$ cat src/rtl/trace_calc_pkg.sv
// -----------------------------------------------------------------------------
// trace_calc_pkg
// Shared constants and types for the complex trace calculator.
//   - state_t       : controller states (IDLE / CALC / DONE)
//   - NUM_ELEM      : matrix element count (4x2 row-major = 8)
//   - ADDR_W        : element address width
//   - N_DEF, Q_DEF, ACC_WIDTH_DEF : default datapath widths
// -----------------------------------------------------------------------------
package trace_calc_pkg;

    localparam int NUM_ELEM      = 8;
    localparam int ADDR_W        = 3;

    localparam int N_DEF         = 16;
    localparam int Q_DEF         = 8;
    localparam int ACC_WIDTH_DEF = 32;

    typedef enum logic [1:0] {
        IDLE,
        CALC,
        DONE
    } state_t;

endpackage : trace_calc_pkg

$ cat src/rtl/trace_calculator_core_cmul_conj.sv
// -----------------------------------------------------------------------------
// cmul_conj
// Combinational conj(a) * b for Q-format complex samples.
//   a_r, a_i   in  N          : first operand (conjugated)
//   b_r, b_i   in  N          : second operand
//   term_r     out ACC_WIDTH  : (a_r*b_r + a_i*b_i) >>> Q, sign-extended
//   term_i     out ACC_WIDTH  : (a_r*b_i - a_i*b_r) >>> Q, sign-extended
// -----------------------------------------------------------------------------
module cmul_conj #(
    parameter int N         = trace_calc_pkg::N_DEF,
    parameter int Q         = trace_calc_pkg::Q_DEF,
    parameter int ACC_WIDTH = trace_calc_pkg::ACC_WIDTH_DEF
) (
    input  logic signed [N-1:0]         a_r,
    input  logic signed [N-1:0]         a_i,
    input  logic signed [N-1:0]         b_r,
    input  logic signed [N-1:0]         b_i,
    output logic signed [ACC_WIDTH-1:0] term_r,
    output logic signed [ACC_WIDTH-1:0] term_i
);

    // Cross-sums need 2N+1 bits; work in whichever is wider of that and the
    // accumulator so the shift never loses sign information.
    localparam int SUM_W = 2 * N + 1;
    localparam int EXT_W = (SUM_W > ACC_WIDTH) ? SUM_W : ACC_WIDTH;

    logic signed [2*N-1:0]  p_rr;
    logic signed [2*N-1:0]  p_ii;
    logic signed [2*N-1:0]  p_ri;
    logic signed [2*N-1:0]  p_ir;
    logic signed [EXT_W-1:0] sum_r;
    logic signed [EXT_W-1:0] sum_i;

    always_comb begin
        p_rr   = a_r * b_r;
        p_ii   = a_i * b_i;
        p_ri   = a_r * b_i;
        p_ir   = a_i * b_r;
        sum_r  = EXT_W'(p_rr) + EXT_W'(p_ii);
        sum_i  = EXT_W'(p_ri) - EXT_W'(p_ir);
        // Arithmetic shift gives floor rounding for negative values.
        term_r = ACC_WIDTH'(sum_r >>> Q);
        term_i = ACC_WIDTH'(sum_i >>> Q);
    end

endmodule : cmul_conj

$ cat src/rtl/trace_calculator_core.sv
// -----------------------------------------------------------------------------
// trace_calculator_core
// Computes tr(Y^H * G) = sum_k conj(Y[k]) * G[k] over 8 complex elements read
// one per cycle from external combinational-read RAMs.
//   clk, rst                       : clock, async active-high reset
//   start_calc      in  1          : start request (sampled in IDLE)
//   y_rd_addr       out ADDR_W     : Y RAM read address
//   y_rd_data_r/i   in  N          : Y[y_rd_addr], same-cycle data
//   g_rd_addr       out ADDR_W     : G RAM read address (== y_rd_addr)
//   g_rd_data_r/i   in  N          : G[g_rd_addr], same-cycle data
//   done_calc       out 1          : one-cycle result-valid pulse
//   trace_result_r/i out ACC_WIDTH : Q-format trace, held until next result
// -----------------------------------------------------------------------------
module trace_calculator_core
    import trace_calc_pkg::*;
#(
    parameter int N         = N_DEF,
    parameter int ACC_WIDTH = ACC_WIDTH_DEF,
    parameter int Q         = Q_DEF
) (
    input  logic                        clk,
    input  logic                        rst,
    input  logic                        start_calc,
    output logic [ADDR_W-1:0]           y_rd_addr,
    input  logic signed [N-1:0]         y_rd_data_r,
    input  logic signed [N-1:0]         y_rd_data_i,
    output logic [ADDR_W-1:0]           g_rd_addr,
    input  logic signed [N-1:0]         g_rd_data_r,
    input  logic signed [N-1:0]         g_rd_data_i,
    output logic                        done_calc,
    output logic signed [ACC_WIDTH-1:0] trace_result_r,
    output logic signed [ACC_WIDTH-1:0] trace_result_i
);

    localparam logic [ADDR_W-1:0] LAST_ADDR = ADDR_W'(NUM_ELEM - 1);

    state_t                      state;
    state_t                      next_state;
    logic [ADDR_W-1:0]           addr;
    logic signed [ACC_WIDTH-1:0] acc_r;
    logic signed [ACC_WIDTH-1:0] acc_i;
    logic signed [ACC_WIDTH-1:0] term_r;
    logic signed [ACC_WIDTH-1:0] term_i;

    assign y_rd_addr = addr;
    assign g_rd_addr = addr;

    cmul_conj #(
        .N         (N),
        .Q         (Q),
        .ACC_WIDTH (ACC_WIDTH)
    ) u_cmul_conj (
        .a_r    (y_rd_data_r),
        .a_i    (y_rd_data_i),
        .b_r    (g_rd_data_r),
        .b_i    (g_rd_data_i),
        .term_r (term_r),
        .term_i (term_i)
    );

    always_ff @(posedge clk or posedge rst) begin
        if (rst) begin
            state <= IDLE;
        end else begin
            state <= next_state;
        end
    end

    always_comb begin
        next_state = state;
        case (state)
            IDLE:    if (start_calc) next_state = CALC;
            CALC:    if (addr == LAST_ADDR) next_state = DONE;
            DONE:    next_state = IDLE;
            default: next_state = IDLE;
        endcase
    end

    always_ff @(posedge clk or posedge rst) begin
        if (rst) begin
            addr           <= '0;
            acc_r          <= '0;
            acc_i          <= '0;
            done_calc      <= 1'b0;
            trace_result_r <= '0;
            trace_result_i <= '0;
        end else begin
            done_calc <= 1'b0;
            case (state)
                IDLE: begin
                    addr <= '0;
                    if (start_calc) begin
                        acc_r <= '0;
                        acc_i <= '0;
                    end
                end
                CALC: begin
                    acc_r <= acc_r + term_r;
                    acc_i <= acc_i + term_i;
                    addr  <= (addr == LAST_ADDR) ? '0 : addr + ADDR_W'(1);
                end
                DONE: begin
                    // Result and pulse are registered on the edge leaving
                    // DONE, so they appear together 9 edges after start.
                    trace_result_r <= acc_r;
                    trace_result_i <= acc_i;
                    done_calc      <= 1'b1;
                    addr           <= '0;
                end
                default: addr <= '0;
            endcase
        end
    end

endmodule : trace_calculator_core

$ cat config.mk
export PLATFORM = sky130hd
export DESIGN_NAME = trace_calculator_core
export DESIGN_NICKNAME = d
export VERILOG_FILES = /design/src/rtl/trace_calc_pkg.sv /design/src/rtl/trace_calculator_core_cmul_conj.sv /design/src/rtl/trace_calculator_core.sv
export SDC_FILE = /design/constraint.sdc
export NUM_CORES = 2
export LEC_CHECK = 0
export ABC_AREA = 1
export BUFFER_PORTS_ARGS = -buffer_cell sky130_fd_sc_hd__buf_2
export CAP_MARGIN = 5
export CELL_PAD_IN_SITES_DETAIL_PLACEMENT = 1
export CELL_PAD_IN_SITES_GLOBAL_PLACEMENT = 1
export CORE_UTILIZATION = 40
export DETAILED_ROUTE_END_ITERATION = 7
export PLACE_DENSITY_LB_ADDON = 0.1
export SETUP_SLACK_MARGIN = 0.4
export SYNTH_ARGS = -nofsm -noshare
export SYNTH_HDL_FRONTEND = slang
export SYNTH_HIERARCHICAL = 1
export SYNTH_SLANG_ARGS = --single-unit
$ cat constraint.sdc
create_clock -name clk -period 4.2 [get_ports clk]
set_input_delay 0.21 -clock clk [delete_from_list [all_inputs] [get_ports clk]]
set_output_delay 0.21 -clock clk [all_outputs]
set_load 0.03 [all_outputs]
# After elaboration in Yosys (flattened, before gate mapping)
# Index checks and enable logic that the tools add are counted.
# op_classes
n_eq_ne,5
addsub,5
n_mul,4
n_mux,9
reduce_logical,4
# ops
operator,count
$mul A16 B16 Y32,4
$pmux W32 S2,2
$add A32 B25 Y32,2
$add A32 B32 Y33,1
$sub A32 B32 Y33,1
$mux W32,1
$mux W3,2
$mux W2,2
$ne A2 B2 Y1 const B,2
$pmux W2 S2,1
$reduce_and A2 Y1,2
$add A3 B1 Y3 const B,1
$eq A3 B3 Y1 const B,1
$eq A2 B1 Y1 const B,1
$eq A2 B2 Y1 const B,1
$logic_not A2 Y1,1
$reduce_bool A2 Y1,1
$mux W1,1
# totals
register_bits,134
out_inout_bits,71
in_bits,67
elab_cells,34

# Longest topological paths before layout
# logic_depth
depth_word,4
ltp_mapped,44
depth_no_buf,42

# Modules after synthesis
# Netlist, hierarchy kept.
# by_module_without_submodules
module,area_per_inst_um2,n_inst,seq_area_each_um2,cells_per_inst
cmul_conj,42082.9,1,0.0,5212
trace_calculator_core,9836.9,1,3353.2,1533

# Worst setup path after synthesis
# No wires, ideal clock.
# synth_timing
kind,input to register
start,input y_rd_data_i[15]
end,register acc_i[27]
path_buffers,4
required_time_ps,4083
cell_stages,37
setup_ps,117
setup_slack_ps,-3659
arrival_time_ps,7741
path_cell_list,buf_2 > clkbuf_1 > nand2_1 > inv_1 > fa_1 > inv_1 > fa_1 > fa_1 > fa_1 > fa_1 > fa_1 > fa_1 > inv_1 > fa_1 > inv_1 > ha_1 > buf_2 > nand2_1 > nor2_1 > inv_1 > nor2_1 > and3_1 > a21oi_1 > nand3_1 > nand2_1 > buf_4 > ha_1 > nand2_1 > nor2_2 > inv_1 > nor2_1 > and2_1 > nand2_1 > nand2_1 > nand2_1 > nand3_1 > nand2_1
# synth_between
elab_chain_cells,4
# synth_lines
element,line_no,rtl
start: declaration,trace_calculator_core.sv:26,"input logic signed [N-1:0] y_rd_data_i,"
$mul A16 B16 Y32,trace_calculator_core_cmul_conj.sv:38,p_ir = a_i * b_r;
$sub A32 B32 Y33,trace_calculator_core_cmul_conj.sv:40,sum_i = EXT_W'(p_ri) - EXT_W'(p_ir);
via term_i[24],trace_calculator_core.sv:43,logic signed [ACC_WIDTH-1:0] term_i;
$add A32 B25 Y32,trace_calculator_core.sv:99,acc_i <= acc_i + term_i;
$pmux W32 S2,trace_calculator_core.sv:89,case (state)
end signal: assignment,trace_calculator_core.sv:99,
end: declaration,trace_calculator_core.sv:41,logic signed [ACC_WIDTH-1:0] acc_i;
# The timed path passes the listed nets, and every way through them passes these cells.
# A chain may end at the register's enable or synchronous reset.

# Worst setup path after layout
# layout_timing
start,input y_rd_data_i[15]
end,register acc_i[19]
# The elaborated chain is that of the path after synthesis.

==> summary.md <==
| Metric | Value |
|---|---|
| Outcome | `finished with violations` |
| Failing checks | `negative setup slack` |
| Worst path required time | `about 4600 ps` |
| Vias | `44.9k` |
| Vias in the first global route | `between 50k and 60k` |
| Boundary Pins | `between 100 and 150` |
| Busiest grt layer | `met2` |
| Seq/Total Area, Yosys | `6.46%` |
| Nets | `slightly above 9k` |
| Mapped Cells | `6,745` |
| Synth Area in Compound Gates | `3.24%` |
| WL/cell | `approximately 21 um` |
| Sequential Area | `0.00335 sq mm` |
| Synth Flop Type | `dfrtp_1` |
| Mux contribution to synthesized area | `0%` |
| RSZ-0062 raised after global routing | `true` |
| XOR/XNOR Fraction of Synth Area | `less than 1%` |
| Fill cells | `15.4k` |
| Clk buf depth | `3` |
| CP Capture Type | `register` |
| Share of cells above drive strength 1 | `between 20 and 30%` |
| M2 GR Usage | `between 50% and 60%` |
| Latest clock arrival within the worst-skew pair | `slightly above 500 ps` |
| Slowest CP cell | `fa_2` |
| WS Path Type | `input pin to register` |
| Reg2reg end | `acc_i[24]` |
| #FFs+latches synth | `approximately 130` |
| Slew Viols, Final | `0` |
| Multi-input logic area | `about 0.045 sq mm` |
| Worst r2r src | `state[0]` |
| Num rows | `131` |
| Final setup vio count | `between 60 and 70` |
| GR Util All Layers | `30.0%` |
| DRT iter0 DRCs | `about 2.2k` |
| Startpoint types | `input pin` |
| Ant diodes | `0` |
| Effective utilization at floorplan | `slightly above 40%` |
| Die ar. | `around 0.13 sq mm` |
| Clock Pin Slew Worst Setup and Hold Paths | `60 ps` |
| CTS tree | `yes` |
| Setup WS post-layout | `-3380 ps` |
| Yosys warns | `6` |
| Most common cell after layout, fill and taps aside | `inv_1` |
| Design area | `just under 0.07 sq mm` |
| Yosys top cell by area | `fa_1` |
| R2R depth | `9` |
| Chip width | `between 300 and 400 um` |
| Detailed placement HPWL | `~160,000 um` |
| First-pass GRT wire length | `between 200,000 and 300,000 um` |
| Top cells by area, synth | `fa_1, inv_1, nand2_1, ha_1, dfrtp_1` |
| Peak Freq | `0.132 GHz` |
| First drt pass iteration count | `5` |
| Die height | `about 360 um` |
| Clk_skew | `roughly 28 ps` |
| Number of max-cap violations | `0` |
| Met3 Use GR | `3.24%` |
| Fin. Hold Viols | `0` |
| Fraction of registers with async set/reset | `between 90% and 100%` |
| Port bufs | `137` |
| Post-Synth Adder-Cell Area | `54.1%` |
| Sink Count | `134` |
| Grt ovf | `0` |
| # DRC | `0` |
| Post-synth EDFFs | `0` |
| Root Buffer | `clkbuf_16` |
| Placement Cell Area | `0.0615 sq mm` |
| Syn_area_per_cell | `between 7 and 8 sq um` |
| Syn Std Cell Area | `0.0519 sq mm` |
| Worst Path Arrival | `8000 ps` |
| Antenna viol nets, final | `0` |
| WL final | `approximately 190,000 um` |
| Hold Path Sink | `state[0]` |
| Hold Path Depth | `3` |
| Crit-path max cell delay | `about 660 ps` |
| Simple-gate portion of the synthesized area | `between 10% and 20%` |
| Slew margin rel. | `a little under a third` |
| P&R area growth vs syn | `32.1%` |
| Fin cells | `approximately 9.3k` |
| Fin crit period | `roughly 7600 ps` |
| DP Cell Count | `9,131` |
| Largest net degree at the start of global routing | `72` |
| Worst min-delay path category | `input pin to register` |
| Main combinational cell family by area after synthesis | `adder cells` |
| Fin crit share | `180%` |
| Share of the synthesized area in the top cell type | `45.3%` |
| Syn Nets | `~8.4k` |
| Initial antenna violation count | `1` |
| H-tree depth | `4` |
| Most frequent cells in the layout | `inv_1, nand2_1, fa_1` |
| Worst Min Path Start | `start_calc` |
| Placer congestion estimate | `just over 0.9` |
| Inserted Clock Buffers | `25` |
| Reg2Reg Setup Slack | `approximately 1700 ps` |
| Met1 global-route usage | `about two fifths` |
| Crit Path Max Fanout | `7` |
| Crit path top cell by count | `inv_2` |
| Worst slew pin tran | `approximately 1000 ps` |
| Vias per inst | `just under 5` |
| Core area | `0.128 sq mm` |
| Cell variety after synth | `46` |
## kinds of logic (layout without fill, tap and decap cells)
group	count (synthesis)	in the layout
and+or+nand+nor	2335	2335
buffers and inverters	2376	3234
AOI/OAI and AO/OA	303	303
adders and majority gates	1540	1540
DFF	134	134
xor gates and xnor gates	57	57
## routing by layer
metal | wire [um] | up-vias
met1 | 80600 | 23200
met5 | 0 | -
met3 | 7980 | 271
li1 | - | 20600
met4 | 8630 | 0
met2 | 97100 | 882
## per-stage QoR
step           hold slack (ps)  setup WS, ps  setup TNS (ps)  utilization [%]
2_1_floorplan              403         -3210         -173710                -
3_3_place_gp               400         -4470         -247140             48.0
3_5_place_dp               408         -4460         -251680             48.0
4_1_cts                   7.86         -3250         -189990             51.5
5_1_grt                   20.1         -3610         -208230             53.5
6_report                  23.2         -3380         -194100             53.5
## synthesized netlist by cell type, drive strengths merged, types with 3 or more instances
| master | n |
|---|---|
| inv | 2135 |
| nand2 | 1883 |
| fa | 1174 |
| ha | 366 |
| nor2 | 223 |
| clkbuf | 202 |
| nand3 | 154 |
| dfrtp | 134 |
| a21oi | 121 |
| o21ai | 120 |
| xor2 | 43 |
| buf | 38 |
| or2 | 28 |
| o21bai | 21 |
| nor3 | 15 |
| a21o | 14 |
| xnor2 | 14 |
| o22ai | 12 |
| nand3b | 11 |
| nand4 | 10 |
| a21boi | 5 |
| a31oi | 4 |
| and2 | 4 |
| and3 | 3 |
| nor4 | 3 |
| o211ai | 3 |
## registers in the layout (all words and copies together) (netlist names)
name and cells:
trace_result_i 32, done_calc 1, acc_i 32, trace_result_r 32
state 2, acc_r 32, g_rd_addr 3
## timing repair
item,in CTS,in global routing
gates resized for setup,775,559
setup endpoints to repair,64,64
setup buffers,100,63
hold endpoints to repair,70,0
hold buffers,1,0
pin swaps,296,279
gates cloned,4,3
## worst max-delay path by stage
stage / startpoint / end / slack, ps / cells after the start
floorplan: y_rd_data_i[15] / acc_i[27] / -3210 / 38
global placement: y_rd_data_i[15] / acc_r[27] / -4470 / 36
detailed placement: y_rd_data_i[15] / acc_r[27] / -4460 / 36
CTS: y_rd_data_i[15] / acc_i[19] / -3250 / 40
global route: g_rd_data_i[15] / acc_r[30] / -3610 / 40
finish: y_rd_data_i[15] / acc_i[19] / -3380 / 38
## layout make-up
| class | instances | area share (%) |
|---|---|---|
| timing repair buffer | 1068 | 14.2 |
| tap | 1729 | 3.15 |
| clock inverter | 2 | 0.0146 |
| multi-input combinational | 4235 | 65.0 |
| sequential | 134 | 4.89 |
| clock buffer | 28 | 0.943 |
| inverter | 2136 | 11.8 |
## critical path: cells and delay by family
kind	cells	cell delay, ps
adder cells (fa/ha/maj)	10	5060
AND/OR/NAND/NOR	13	1110
buffers and inverters	12	1010
AO/OA/AOI/OAI	2	330
XOR/XNOR	1	230
Power is left out: the tool's default activity adds up to more than one toggle a clock period on the data nets, which glitch-free logic cannot reach.
